## src/rtl/pattern_match_controller.sv

```systemverilog
`default_nettype none
// ============================================================================
// Module      : pattern_match_controller
// Description : Run-time programmable serial bit-pattern detector with a job
//               sequencer. A job is armed by `start`, which latches the pattern,
//               the length, the overlap mode and the target count. The job then
//               scans the qualified input stream, counts matches and pulses
//               `done` when the target is reached or when it is aborted.
//
// Ports       : clk, rst       - rising-edge clock, synchronous active-high reset
//               start, abort   - job control (start in IDLE, abort in ARM/RUN)
//               cfg_pattern    - pattern, bit 0 = most recent stream bit
//               cfg_len        - pattern length (0 -> 1, >PW -> PW)
//               cfg_overlap    - 1 = overlapping matches, 0 = restart after match
//               cfg_target     - matches needed to finish, 0 = unlimited
//               in, in_valid   - serial data bit and its qualifier
//               busy           - high in ARM and RUN
//               match, done    - single-cycle event pulses
//               match_count    - saturating match counter for current/last job
//               state          - IDLE=0, ARM=1, RUN=2, DONE=3
//
// Revision    : 1.0 - initial release
// ============================================================================
module pattern_match_controller #(
    parameter int PW = 8,
    parameter int CW = 8
) (
    input  logic          clk,
    input  logic          rst,
    input  logic          start,
    input  logic          abort,
    input  logic [PW-1:0] cfg_pattern,
    input  logic [3:0]    cfg_len,
    input  logic          cfg_overlap,
    input  logic [CW-1:0] cfg_target,
    input  logic          in,
    input  logic          in_valid,
    output logic          busy,
    output logic          match,
    output logic          done,
    output logic [CW-1:0] match_count,
    output logic [1:0]    state
);

    localparam int LW = $clog2(PW + 1);

    localparam logic [1:0] C_IDLE = 2'd0;
    localparam logic [1:0] C_ARM  = 2'd1;
    localparam logic [1:0] C_RUN  = 2'd2;
    localparam logic [1:0] C_DONE = 2'd3;

    // Job configuration captured at start acceptance
    logic [PW-1:0] r_pattern;
    logic [LW-1:0] r_len;
    logic          r_overlap;
    logic [CW-1:0] r_target;

    // Stream history and number of valid history bits (capped at r_len)
    logic [PW-1:0] r_hist;
    logic [LW-1:0] r_fill;

    logic [1:0]    w_state_nxt;
    logic [LW-1:0] w_len_clamped;
    logic [PW-1:0] w_hist_new;
    logic [LW:0]   w_fill_inc;
    logic [LW-1:0] w_fill_new;
    logic [PW-1:0] w_mask;
    logic          w_hit;
    logic          w_accept;
    logic          w_start_acc;
    logic [CW-1:0] w_count_inc;
    logic          w_target_hit;
    logic          w_busy_nxt;
    logic          w_done_nxt;
    logic          w_match_nxt;

    // ------------------------------------------------------------------
    // Datapath combinational terms
    // ------------------------------------------------------------------
    always_comb begin
        if (cfg_len == 4'd0) begin
            w_len_clamped = LW'(1);
        end else if (int'(cfg_len) > PW) begin
            w_len_clamped = LW'(PW);
        end else begin
            w_len_clamped = LW'(cfg_len);
        end
    end

    always_comb begin
        w_mask = '0;
        for (int i = 0; i < PW; i++) begin
            w_mask[i] = (i < int'(r_len));
        end
    end

    assign w_hist_new = {r_hist[PW-2:0], in};
    assign w_fill_inc = {1'b0, r_fill} + 1'b1;
    assign w_fill_new = (w_fill_inc >= {1'b0, r_len}) ? r_len : w_fill_inc[LW-1:0];

    // Fill never exceeds r_len, so "fill >= len" reduces to equality
    assign w_hit = (w_fill_new == r_len) &&
                   (((w_hist_new ^ r_pattern) & w_mask) == '0);

    // Abort wins over the data bit: the bit is dropped entirely
    assign w_accept    = (state == C_RUN) && in_valid && !abort;
    assign w_start_acc = (state == C_IDLE) && start;

    assign w_count_inc  = (match_count == '1) ? match_count : match_count + 1'b1;
    assign w_target_hit = w_accept && w_hit && (r_target != '0) &&
                          (w_count_inc == r_target);

    // ------------------------------------------------------------------
    // FSM: state register
    // ------------------------------------------------------------------
    always_ff @(posedge clk) begin
        if (rst) begin
            state <= C_IDLE;
        end else begin
            state <= w_state_nxt;
        end
    end

    // ------------------------------------------------------------------
    // FSM: next-state logic
    // ------------------------------------------------------------------
    always_comb begin
        w_state_nxt = state;
        case (state)
            C_IDLE: if (start) w_state_nxt = C_ARM;
            C_ARM:  w_state_nxt = abort ? C_DONE : C_RUN;
            C_RUN:  if (abort || w_target_hit) w_state_nxt = C_DONE;
            C_DONE: w_state_nxt = C_IDLE;
            default: w_state_nxt = C_IDLE;
        endcase
    end

    // ------------------------------------------------------------------
    // FSM: output logic (next values of the registered outputs)
    // ------------------------------------------------------------------
    always_comb begin
        w_busy_nxt  = (w_state_nxt == C_ARM) || (w_state_nxt == C_RUN);
        w_done_nxt  = (w_state_nxt == C_DONE);
        w_match_nxt = w_accept && w_hit;
    end

    // ------------------------------------------------------------------
    // Output and datapath registers
    // ------------------------------------------------------------------
    always_ff @(posedge clk) begin
        if (rst) begin
            busy        <= 1'b0;
            match       <= 1'b0;
            done        <= 1'b0;
            match_count <= '0;
            r_pattern   <= '0;
            r_len       <= LW'(1);
            r_overlap   <= 1'b0;
            r_target    <= '0;
            r_hist      <= '0;
            r_fill      <= '0;
        end else begin
            busy  <= w_busy_nxt;
            done  <= w_done_nxt;
            match <= w_match_nxt;

            if (w_start_acc) begin
                r_pattern   <= cfg_pattern;
                r_len       <= w_len_clamped;
                r_overlap   <= cfg_overlap;
                r_target    <= cfg_target;
                r_hist      <= '0;
                r_fill      <= '0;
                match_count <= '0;
            end else if (w_accept) begin
                if (w_hit) begin
                    match_count <= w_count_inc;
                end
                // Non-overlapping mode restarts the search from an empty history
                if (w_hit && !r_overlap) begin
                    r_hist <= '0;
                    r_fill <= '0;
                end else begin
                    r_hist <= w_hist_new;
                    r_fill <= w_fill_new;
                end
            end
        end
    end

endmodule
`default_nettype wire

```

## config.mk

```make
export PLATFORM = sky130hd
export DESIGN_NAME = pattern_match_controller
export DESIGN_NICKNAME = d
export VERILOG_FILES = /design/src/rtl/pattern_match_controller.sv
export SDC_FILE = /design/constraint.sdc
export NUM_CORES = 1
export LEC_CHECK = 0
export ABC_AREA = 1
export BUFFER_PORTS_ARGS = -buffer_cell sky130_fd_sc_hd__buf_2
export CORE_MARGIN = 3
export CORE_UTILIZATION = 55
export CTS_CLUSTER_DIAMETER = 60
export CTS_CLUSTER_SIZE = 10
export DETAILED_ROUTE_END_ITERATION = 7
export HOLD_SLACK_MARGIN = 0.05
export PLACE_DENSITY_LB_ADDON = 0.08
export SLEW_MARGIN = 20
export SYNTH_ARGS = -nofsm -noshare
export SYNTH_HDL_FRONTEND = slang
export SYNTH_SLANG_ARGS = --single-unit
```

## constraint.sdc

```tcl
create_clock -name clk -period 7.8 [get_ports clk]
set_clock_uncertainty 0.05 [all_clocks]
set_input_delay 1.56 -clock clk [delete_from_list [all_inputs] [get_ports clk]]
set_output_delay 1.56 -clock clk [all_outputs]
set_load 0.02 [all_outputs]
```

==> results of run 1 <==
-- kinds of logic after synthesis --
family | Yosys count | synth area share (%)
adders and majority gates | 11 | 5.37
AOI/OAI and AO/OA | 67 | 15.5
DFF | 45 | 35.2
xor gates and xnor gates | 10 | 3.71
buffers and inverters | 53 | 8.65
and+or+nand+nor | 183 | 31.6
-- worst min-delay path, stage by stage (launching register included) --
cell and delay (ns):
dfxtp_1 0.31, inv_1 0.07, a21oi_1 0.06
-- metal layers --
metal  GRT usage [%]  vias up  wire length, um
li1                -     1264                -
met1            30.5     1052             2720
met2            35.6       62             2640
met3            5.00        2              274
met4            6.52        0               28
met5               0        -                0
-- final cells by class --
cell class	instances	area, um^2
Fill cell	424	1580
Multi-Input combinational cell	271	1440
Sequential cell	45	901
Timing Repair Buffer	39	195
Inverter	41	154
Clock buffer	8	80.1
Tap cell	52	65.1
-- through the flow --
stage	power (uW)	instance area (um^2)
after global routing	812	2830
after CTS	753	2830
after floorplan	549	2560
after detailed placement	615	2750
after global placement	610	2750
final	749	2830
-- flip-flops by register name (all words and copies together) (netlist names), 2 cells and up --
| register | count |
|---|---|
| match_count | 8 |
| r_pattern | 8 |
| r_target | 8 |
| r_hist | 7 |
| r_fill | 4 |
| r_len | 4 |
| state | 2 |
-- worst paths after layout --
| kind | to | cells after the start | slack [ns] | start |
|---|---|---|---|---|
| worst min register to register | r_pattern[2] | 2 | 0.43 | r_pattern[2] |
| worst max register to register | busy | 20 | 4.64 | r_fill[0] |
| worst min-delay path | r_pattern[2] | 2 | 0.43 | r_pattern[2] |
| worst max-delay path | r_len[1] | 6 | 4.32 | start |
-- where the power goes --
group	internal (uW)	switching, uW	total [uW]
logic	106	194	300
registers	275	36.3	311
clock network	63.8	74.7	139
total	444	305	749
-- cells in the final DEF, fill, tap and decap left out, drive strengths merged, types with 3 or more instances in the layout --
master  synthesis  layout
nand2          85      85
nor2           58      58
dfxtp          45      45
inv            41      41
buf             3      39
o21ai          31      31
nand3          24      24
a21oi          24      24
ha             11      11
nand4          11      11
xor2            8       8
clkbuf          9       8
o211ai          6       6
a31oi           3       3
-- Yosys cell counts (all sizes together) --
master	count	share of area, %
nand3b	2	0.59
inv	41	6.0
or2	1	0.24
xnor2	2	0.68
and2	1	0.24
a21oi	24	5.6
a211oi	1	0.29
nor4	1	0.24
a31oi	3	0.73
nand2	85	13
xor2	8	3.0
o21bai	2	0.59
clkbuf	9	1.3
o211ai	6	2.1
dfxtp	45	35
nand3	24	5.3
nor2	58	9.3
ha	11	5.4
o21ai	31	6.2
nand4	11	2.9
buf	3	1.3
==> impl_metrics.env, run 1 <==
export IMPL_synth_distinct_cells=33
export IMPL_holdCritPathClass="reg2reg"
export IMPL_crit_fanout=26
export IMPL_cts_buffer_depth=2
export IMPL_drc=0
export IMPL_gr_usage_all_layers_pct=22.4
export IMPL_max_freq_mhz=287
export IMPL_clock_root_buffer="clkbuf_8"
export IMPL_first_pass_iters=5
export IMPL_setup_viol=0
export IMPL_power_density_nw_per_um2=264
export IMPL_layout_setup_ws_ns=4.32
export IMPL_worstPathRequired_ns=7.97
export IMPL_drt_iter0_drc=147
export IMPL_drive_gt1_share_pct=16.6
export IMPL_status="completed"
export IMPL_max_cap_violations=0
export IMPL_crit_path_end_kind="flop"
export IMPL_cts_htree_levels=2
export IMPL_area_growth_pct=10.6
export IMPL_gp_congestion=0.884
export IMPL_portBuffers=39
export IMPL_worstSetupStartpointType="input pin"
export IMPL_clk_pin_slew_worst_paths_ns=0.08
export IMPL_die_area_um2=5510
export IMPL_syn_cell_area_um2=2560
export IMPL_cp_common_cell="inv_1"
export IMPL_grt_overflow_total=0
export IMPL_ant_nets=0
export IMPL_final_cells=456
export IMPL_whs_ns=0.429
export IMPL_cts_sinks=45
export IMPL_fin_util_pct=64.2
export IMPL_hpwl_mm=4.28
export IMPL_grt_pass1_wl_mm=9.52
export IMPL_num_antenna_cells=0
export IMPL_finalSetupTns_ns=0
export IMPL_grt_start_max_net_pins=27
export IMPL_rsz0062_at_grt="false"
export IMPL_chipHeight_um=74.2
export IMPL_dr_total_vias=2380
export IMPL_yosys_warnings=0
export IMPL_cpMaxStageDelayCell="nor2_1"
export IMPL_hold_viol=0
export IMPL_syn_nets=407
export IMPL_cts_tree="done"
export IMPL_viasPerCell=5.22
export IMPL_period_needed_ns=3.48
export IMPL_rows=24
export IMPL_arrival_ns=3.65
export IMPL_pre_cts_ws_ns=4.09
export IMPL_start_util_pct=58.0
export IMPL_path_delay_family="simple AND/OR/NAND/NOR gates"
export IMPL_seq_area_frac_synth_pct=35.2
export IMPL_worstMarginPinSlew_ns=0.681
export IMPL_postCtsSetupBuffers=0
export IMPL_synthCells=369
export IMPL_ctsResizeCount=0
export IMPL_slew_violations=0
export IMPL_antenna_found_initial=0
export IMPL_slew_headroom_pct=54.5
export IMPL_leakagePower_uw=0.00131
export IMPL_drt_total_wl_mm=5.66
export IMPL_ir_drop_uv=203
export IMPL_path_cells="buf_2, nand2_1, inv_1, nor2_1, inv_1, o21ai_0"
export IMPL_insertion_delay_ns=0.30
export IMPL_placedCellCount=448
export IMPL_fp_coreArea_um2=4410
export IMPL_final_nets=441
export IMPL_cts_made_buffers=5
export IMPL_ys_seq_elements=45
export IMPL_synth_avg_cell_area_um2=6.94
export IMPL_cpPeakStageDelay_ns=0.52
export IMPL_path_class="in2reg"
export IMPL_wire_per_inst_um=12.4
export IMPL_crit_buf_inv=3
export IMPL_die_w_um=74.2
export IMPL_io_pins=40
export IMPL_grt_pass1_vias=2105
export IMPL_ctsHoldBuffers=0
export IMPL_timing_final_crit_share_pct=44.6
Power figures use the tool's default switching activity.
==> run 2: changes to the inputs <==
==> constraint.sdc (replaced) <==
create_clock -name clk -period 3.6 [get_ports clk]
set_clock_uncertainty 0.05 [all_clocks]
set_input_delay 0.72 -clock clk [delete_from_list [all_inputs] [get_ports clk]]
set_output_delay 0.72 -clock clk [all_outputs]
set_load 0.02 [all_outputs]
==> impl_metrics.env, run 2 (synthesized netlist as in run 1, its figures left out) <==
export IMPL_drt_total_wl_mm=5.78
export IMPL_placed_area_um2=2770
export IMPL_cpPeakStageDelay_ns=0.48
export IMPL_crit_path_end_kind="flop"
export IMPL_setup_viol=0
export IMPL_area_growth_pct=11.5
export IMPL_wire_per_inst_um=12.6
export IMPL_power_density_nw_per_um2=577
export IMPL_cts_buffer_depth=2
export IMPL_portBuffers=39
export IMPL_dr_total_vias=2457
export IMPL_gp_congestion=0.856
export IMPL_grt_start_max_net_pins=27
export IMPL_chipHeight_um=74.2
export IMPL_postCtsSetupBuffers=0
export IMPL_cts_tree="done"
export IMPL_worst_r2r_setup_slack_ns=0.67
export IMPL_hold_viol=0
export IMPL_rsz0062_at_grt="false"
export IMPL_post_route_cell_area_um2=2860
export IMPL_io_pins=40
export IMPL_crit_end="busy"
export IMPL_slew_headroom_pct=56.8
export IMPL_grt_pass1_wl_mm=9.96
export IMPL_start_util_pct=58.0
export IMPL_crit_fanout=8
export IMPL_cts_made_buffers=5
export IMPL_worstPathRequired_ns=3.74
export IMPL_clk_pin_slew_worst_paths_ns=0.09
export IMPL_worst_r2r_endpoint="busy"
export IMPL_path_delay_family="simple AND/OR/NAND/NOR gates"
export IMPL_fillers=414
export IMPL_insertion_delay_ns=0.30
export IMPL_hpwl_mm=4.36
export IMPL_grt_overflow_total=0
export IMPL_worstMarginPinSlew_ns=0.646
export IMPL_pre_cts_ws_ns=0.720
export IMPL_cp_startpoint="r_fill[0]"
export IMPL_max_cap_violations=0
export IMPL_fp_coreArea_um2=4410
export IMPL_slew_violations=0
export IMPL_reg2reg_depth=20
export IMPL_final_common_cell="nand2_1"
export IMPL_drive_gt1_share_pct=17.7
export IMPL_cpMaxStageDelayCell="dfxtp_1"
export IMPL_ant_nets=0
export IMPL_worstSetupStartpointType="flop"
export IMPL_gr_usage_all_layers_pct=23.0
export IMPL_status="completed"
export IMPL_ctsResizeCount=0
export IMPL_r2r_start="r_fill[0]"
export IMPL_p_total_uw=1650
export IMPL_clock_root_buffer="clkbuf_8"
export IMPL_num_antenna_cells=0
export IMPL_drt_iter0_drc=192
export IMPL_fin_util_pct=64.7
export IMPL_ctsHoldBuffers=0
export IMPL_max_freq_mhz=342
export IMPL_ir_drop_uv=462
export IMPL_grt_pass1_vias=2266
export IMPL_path_cells="ha_1, xor2_2, ha_1, nand2_1, nand2_1, a21oi_4, nand4_1, nand2_1, nor2_1, nand3_2, nor2_4, nand2_1, nand2_1, nand2_1, nand2_1, nand2_2, inv_1, ha_1, inv_1, nor2_1"
export IMPL_path_class="reg2reg"
export IMPL_first_pass_iters=4
export IMPL_finalSetupTns_ns=0
export IMPL_cts_htree_levels=2
export IMPL_timing_final_crit_share_pct=81.3
export IMPL_layout_setup_ws_ns=0.675
export IMPL_crit_cells=20
export IMPL_antenna_found_initial=0
export IMPL_viasPerCell=5.36
export IMPL_rows=24
export IMPL_leakagePower_uw=0.00133
export IMPL_crit_buf_inv=2
export IMPL_arrival_ns=3.07
export IMPL_reg_top3="match_count (8), r_pattern (8), r_target (8)"
export IMPL_die_w_um=74.2
export IMPL_holdCritPathClass="reg2reg"
export IMPL_cp_common_cell="nand2_1"
export IMPL_drc=0
export IMPL_mostFrequentLayoutCells="nand2_1, nor2_1, dfxtp_1"
export IMPL_final_nets=443
export IMPL_cts_sinks=45
export IMPL_period_needed_ns=2.93
export IMPL_die_area_um2=5510
run 2: changes by cell type in the layout (fill, tap and decap cells not counted):
| cell | change |
|---|---|
| clkinvlp_4 | +1 |
| buf_4 | +2 |
| clkinv_2 | +2 |
| clkbuf_1 | -3 |
run 2: cell type report:
cell class,count,area (um^2),share of cell area [%]
clock buffer,5,68.8,2.41
clock inverter,3,17.5,0.613
inverter,41,154,5.39
multi-input combinational,271,1440,50.4
sequential,45,901,31.6
tap,52,65.1,2.28
timing repair buffer,41,210,7.36
run 2: per-stage QoR:
step | instances | hold WS [ns]
2_1_floorplan | 369 | 0.394
3_3_place_gp | 450 | 0.408
3_5_place_dp | 450 | 0.417
4_1_cts | 458 | 0.431
5_1_grt | 458 | 0.456
6_report | 458 | 0.431
run 2: worst min-delay path by stage:
stage            startpoint           end  slack, ns  cells after the start
2_1_floorplan  r_pattern[2]  r_pattern[2]       0.39                      2
3_3_place_gp   r_pattern[2]  r_pattern[2]       0.41                      2
3_5_place_dp   r_pattern[2]  r_pattern[2]       0.42                      2
4_1_cts        r_pattern[2]  r_pattern[2]       0.43                      2
5_1_grt        r_pattern[2]  r_pattern[2]       0.46                      2
6_report       r_pattern[2]  r_pattern[2]       0.43                      2
run 2: routing by layer:
metal / GRT usage, % / wire (um) / vias up
li1: - / - / 1270
met1: 30.5 / 2730 / 1117
met2: 38.3 / 2660 / 64
met3: 4.86 / 328 / 6
met4: 5.93 / 63 / 0
met5: 0 / 0 / -
run 2: worst register-to-register path, cell delays in order (launching register included):
cell and delay, ns:
dfxtp_1 0.48, ha_1 0.29, xor2_2 0.22, ha_1 0.28, nand2_1 0.06, nand2_1 0.09, a21oi_4 0.24, nand4_1 0.12
nand2_1 0.09, nor2_1 0.05, nand3_2 0.10, nor2_4 0.04, nand2_1 0.09, nand2_1 0.05, nand2_1 0.05, nand2_1 0.05
nand2_2 0.07, inv_1 0.04, ha_1 0.27, inv_1 0.05, nor2_1 0.03
run 2: power breakdown:
part           leakage [uW]  internal, uW  switching [uW]
clock network     0.0000439           134             180
logic              0.000915           237             421
registers          0.000368           595            78.8
total               0.00133           966             680
==> run 3: changes to the inputs <==
--- a/config.mk
+++ b/config.mk
@@ -8,7 +8,7 @@
 export ABC_AREA = 1
 export BUFFER_PORTS_ARGS = -buffer_cell sky130_fd_sc_hd__buf_2
 export CORE_MARGIN = 3
-export CORE_UTILIZATION = 55
+export CORE_UTILIZATION = 51
 export CTS_CLUSTER_DIAMETER = 60
 export CTS_CLUSTER_SIZE = 10
 export DETAILED_ROUTE_END_ITERATION = 7
==> constraint.sdc (replaced) <==
create_clock -name clk -period 2.4 [get_ports clk]
set_clock_uncertainty 0.05 [all_clocks]
set_input_delay 0.48 -clock clk [delete_from_list [all_inputs] [get_ports clk]]
set_output_delay 0.48 -clock clk [all_outputs]
set_load 0.02 [all_outputs]
==> impl_metrics.env, run 3 (synthesized netlist as in run 1, its figures left out) <==
export IMPL_status="finished with violations"
export IMPL_violations="setup timing"
export IMPL_arrival_ns=2.79
export IMPL_grt_start_max_net_pins=26
export IMPL_p_total_uw=2740
export IMPL_die_w_um=76.9
export IMPL_rsz0062_at_grt="true"
export IMPL_drc=0
export IMPL_grt_pass1_vias=2462
export IMPL_path_cells="ha_4, xor2_2, ha_1, nand2_2, nand2_4, a21oi_4, nand4_1, nand2_1, nor2_2, nand3_2, nor2_4, nand2_2, nand2_1, nand2_1, nand2_1, nand2_2, inv_2, ha_4, inv_2, nor2_1"
export IMPL_max_freq_mhz=384
export IMPL_cp_common_cell="nand2_1"
export IMPL_ant_nets=0
export IMPL_start_util_pct=53.5
export IMPL_fp_coreArea_um2=4790
export IMPL_cts_sinks=45
export IMPL_cts_buffer_depth=2
export IMPL_power_density_nw_per_um2=854
export IMPL_die_area_um2=5910
export IMPL_worstSetupStartpointType="flop"
export IMPL_cts_htree_levels=2
export IMPL_path_class="reg2reg"
export IMPL_fillers=422
export IMPL_final_common_cell="nand2_1"
export IMPL_layout_setup_ws_ns=-0.203
export IMPL_fin_util_pct=67.0
export IMPL_final_cells=502
export IMPL_drt_iter0_drc=121
export IMPL_portBuffers=39
export IMPL_drive_gt1_share_pct=27.4
export IMPL_cpPeakStageDelay_ns=0.36
export IMPL_drt_total_wl_mm=6.14
export IMPL_crit_fanout=8
export IMPL_mostFrequentLayoutCells="nand2_1, nor2_1, dfxtp_1"
export IMPL_insertion_delay_ns=0.30
export IMPL_setup_viol=17
export IMPL_final_nets=472
export IMPL_cpMaxStageDelayCell="dfxtp_4"
export IMPL_cts_tree="done"
export IMPL_grt_overflow_total=0
export IMPL_hold_viol=0
export IMPL_clock_root_buffer="clkbuf_8"
export IMPL_antenna_found_initial=0
export IMPL_hpwl_mm=4.56
export IMPL_grt_pass1_wl_mm=10.7
export IMPL_wire_per_inst_um=12.2
export IMPL_finalSetupTns_ns=-1.29
export IMPL_num_antenna_cells=0
export IMPL_timing_final_crit_share_pct=108
export IMPL_slew_violations=0
export IMPL_gp_congestion=0.936
export IMPL_chipHeight_um=76.9
export IMPL_pre_cts_ws_ns=-0.231
export IMPL_ir_drop_uv=821
export IMPL_io_pins=40
export IMPL_viasPerCell=5.15
export IMPL_cts_made_buffers=5
export IMPL_clk_pin_slew_worst_paths_ns=0.09
export IMPL_period_needed_ns=2.60
export IMPL_area_growth_pct=25.1
export IMPL_first_pass_iters=4
export IMPL_crit_path_end_kind="flop"
export IMPL_slew_headroom_pct=65.4
export IMPL_dr_total_vias=2586
export IMPL_worstPathRequired_ns=2.59
export IMPL_worstMarginPinSlew_ns=0.518
export IMPL_gr_usage_all_layers_pct=22.0
export IMPL_holdCritPathClass="in2reg"
export IMPL_leakagePower_uw=0.00148
export IMPL_rows=25
export IMPL_reg_top3="match_count (8), r_pattern (8), r_target (8)"
export IMPL_placedCellCount=489
export IMPL_max_cap_violations=0
run 3: cell count changes in the layout (fill, tap and decap cells not counted), moves of 3 or more:
cell	before	now
a21oi_1	20	17
a21oi_2	3	6
buf_4	2	30
ha_1	11	8
ha_4	0	3
inv_1	40	36
inv_2	1	5
nand2_1	82	79
run 3: final timing paths:
kind                 from      endpoint  slack (ns)  cells past startpoint
max             r_fill[0]          busy       -0.20                     20
min            cfg_len[1]      r_len[1]        0.37                      3
max reg2reg     r_fill[0]          busy       -0.20                     20
min reg2reg  r_pattern[2]  r_pattern[2]        0.43                      2
run 3: final cells by class:
class	instances	area, um^2	share of cell area (%)
Multi-Input combinational cell	271	1520	47.4
Sequential cell	45	908	28.3
Tap cell	67	83.8	2.62
Inverter	41	154	4.80
Clock inverter	2	16.3	0.508
Clock buffer	6	82.6	2.58
Timing Repair Buffer	70	440	13.7
run 3: critical path: cells and delay by family, from the launching register on:
| kind | cells | cell delay (ns) |
|---|---|---|
| AOI/OAI and AO/OA | 1 | 0.21 |
| xor gates and xnor gates | 1 | 0.15 |
| adders and majority gates | 3 | 0.75 |
| buffers and inverters | 2 | 0.07 |
| DFF | 1 | 0.36 |
| and+or+nand+nor | 13 | 0.94 |
run 3: power breakdown:
group / internal (uW) / switching, uW / leakage [uW]
sequential: 891 / 102 / 0.000369
clock: 237 / 275 / 0.0000478
combinational: 504 / 728 / 0.00106
total: 1630 / 1100 / 0.00148
run 3: per-stage QoR:
stage,hold WS (ns),cell area (um^2)
finish,0.370,3200
floorplan,0.394,2600
CTS,0.363,3170
global placement,0.411,3020
detailed placement,0.419,3020
global route,0.371,3200
run 3: repair_timing:
item	4_1_cts	5_1_grt
pin swaps	12	12
resized for setup	6	9
setup endpoints to repair	16	23
hold buffers	0	0
buffers inserted	4	1
run 3: routing by layer:
metal / share of wire [%] / global-route usage, %
met2: 48 / 36.8
met5: 0 / 0
met1: 47 / 28.3
met4: 1.3 / 8.15
met3: 4.5 / 3.87
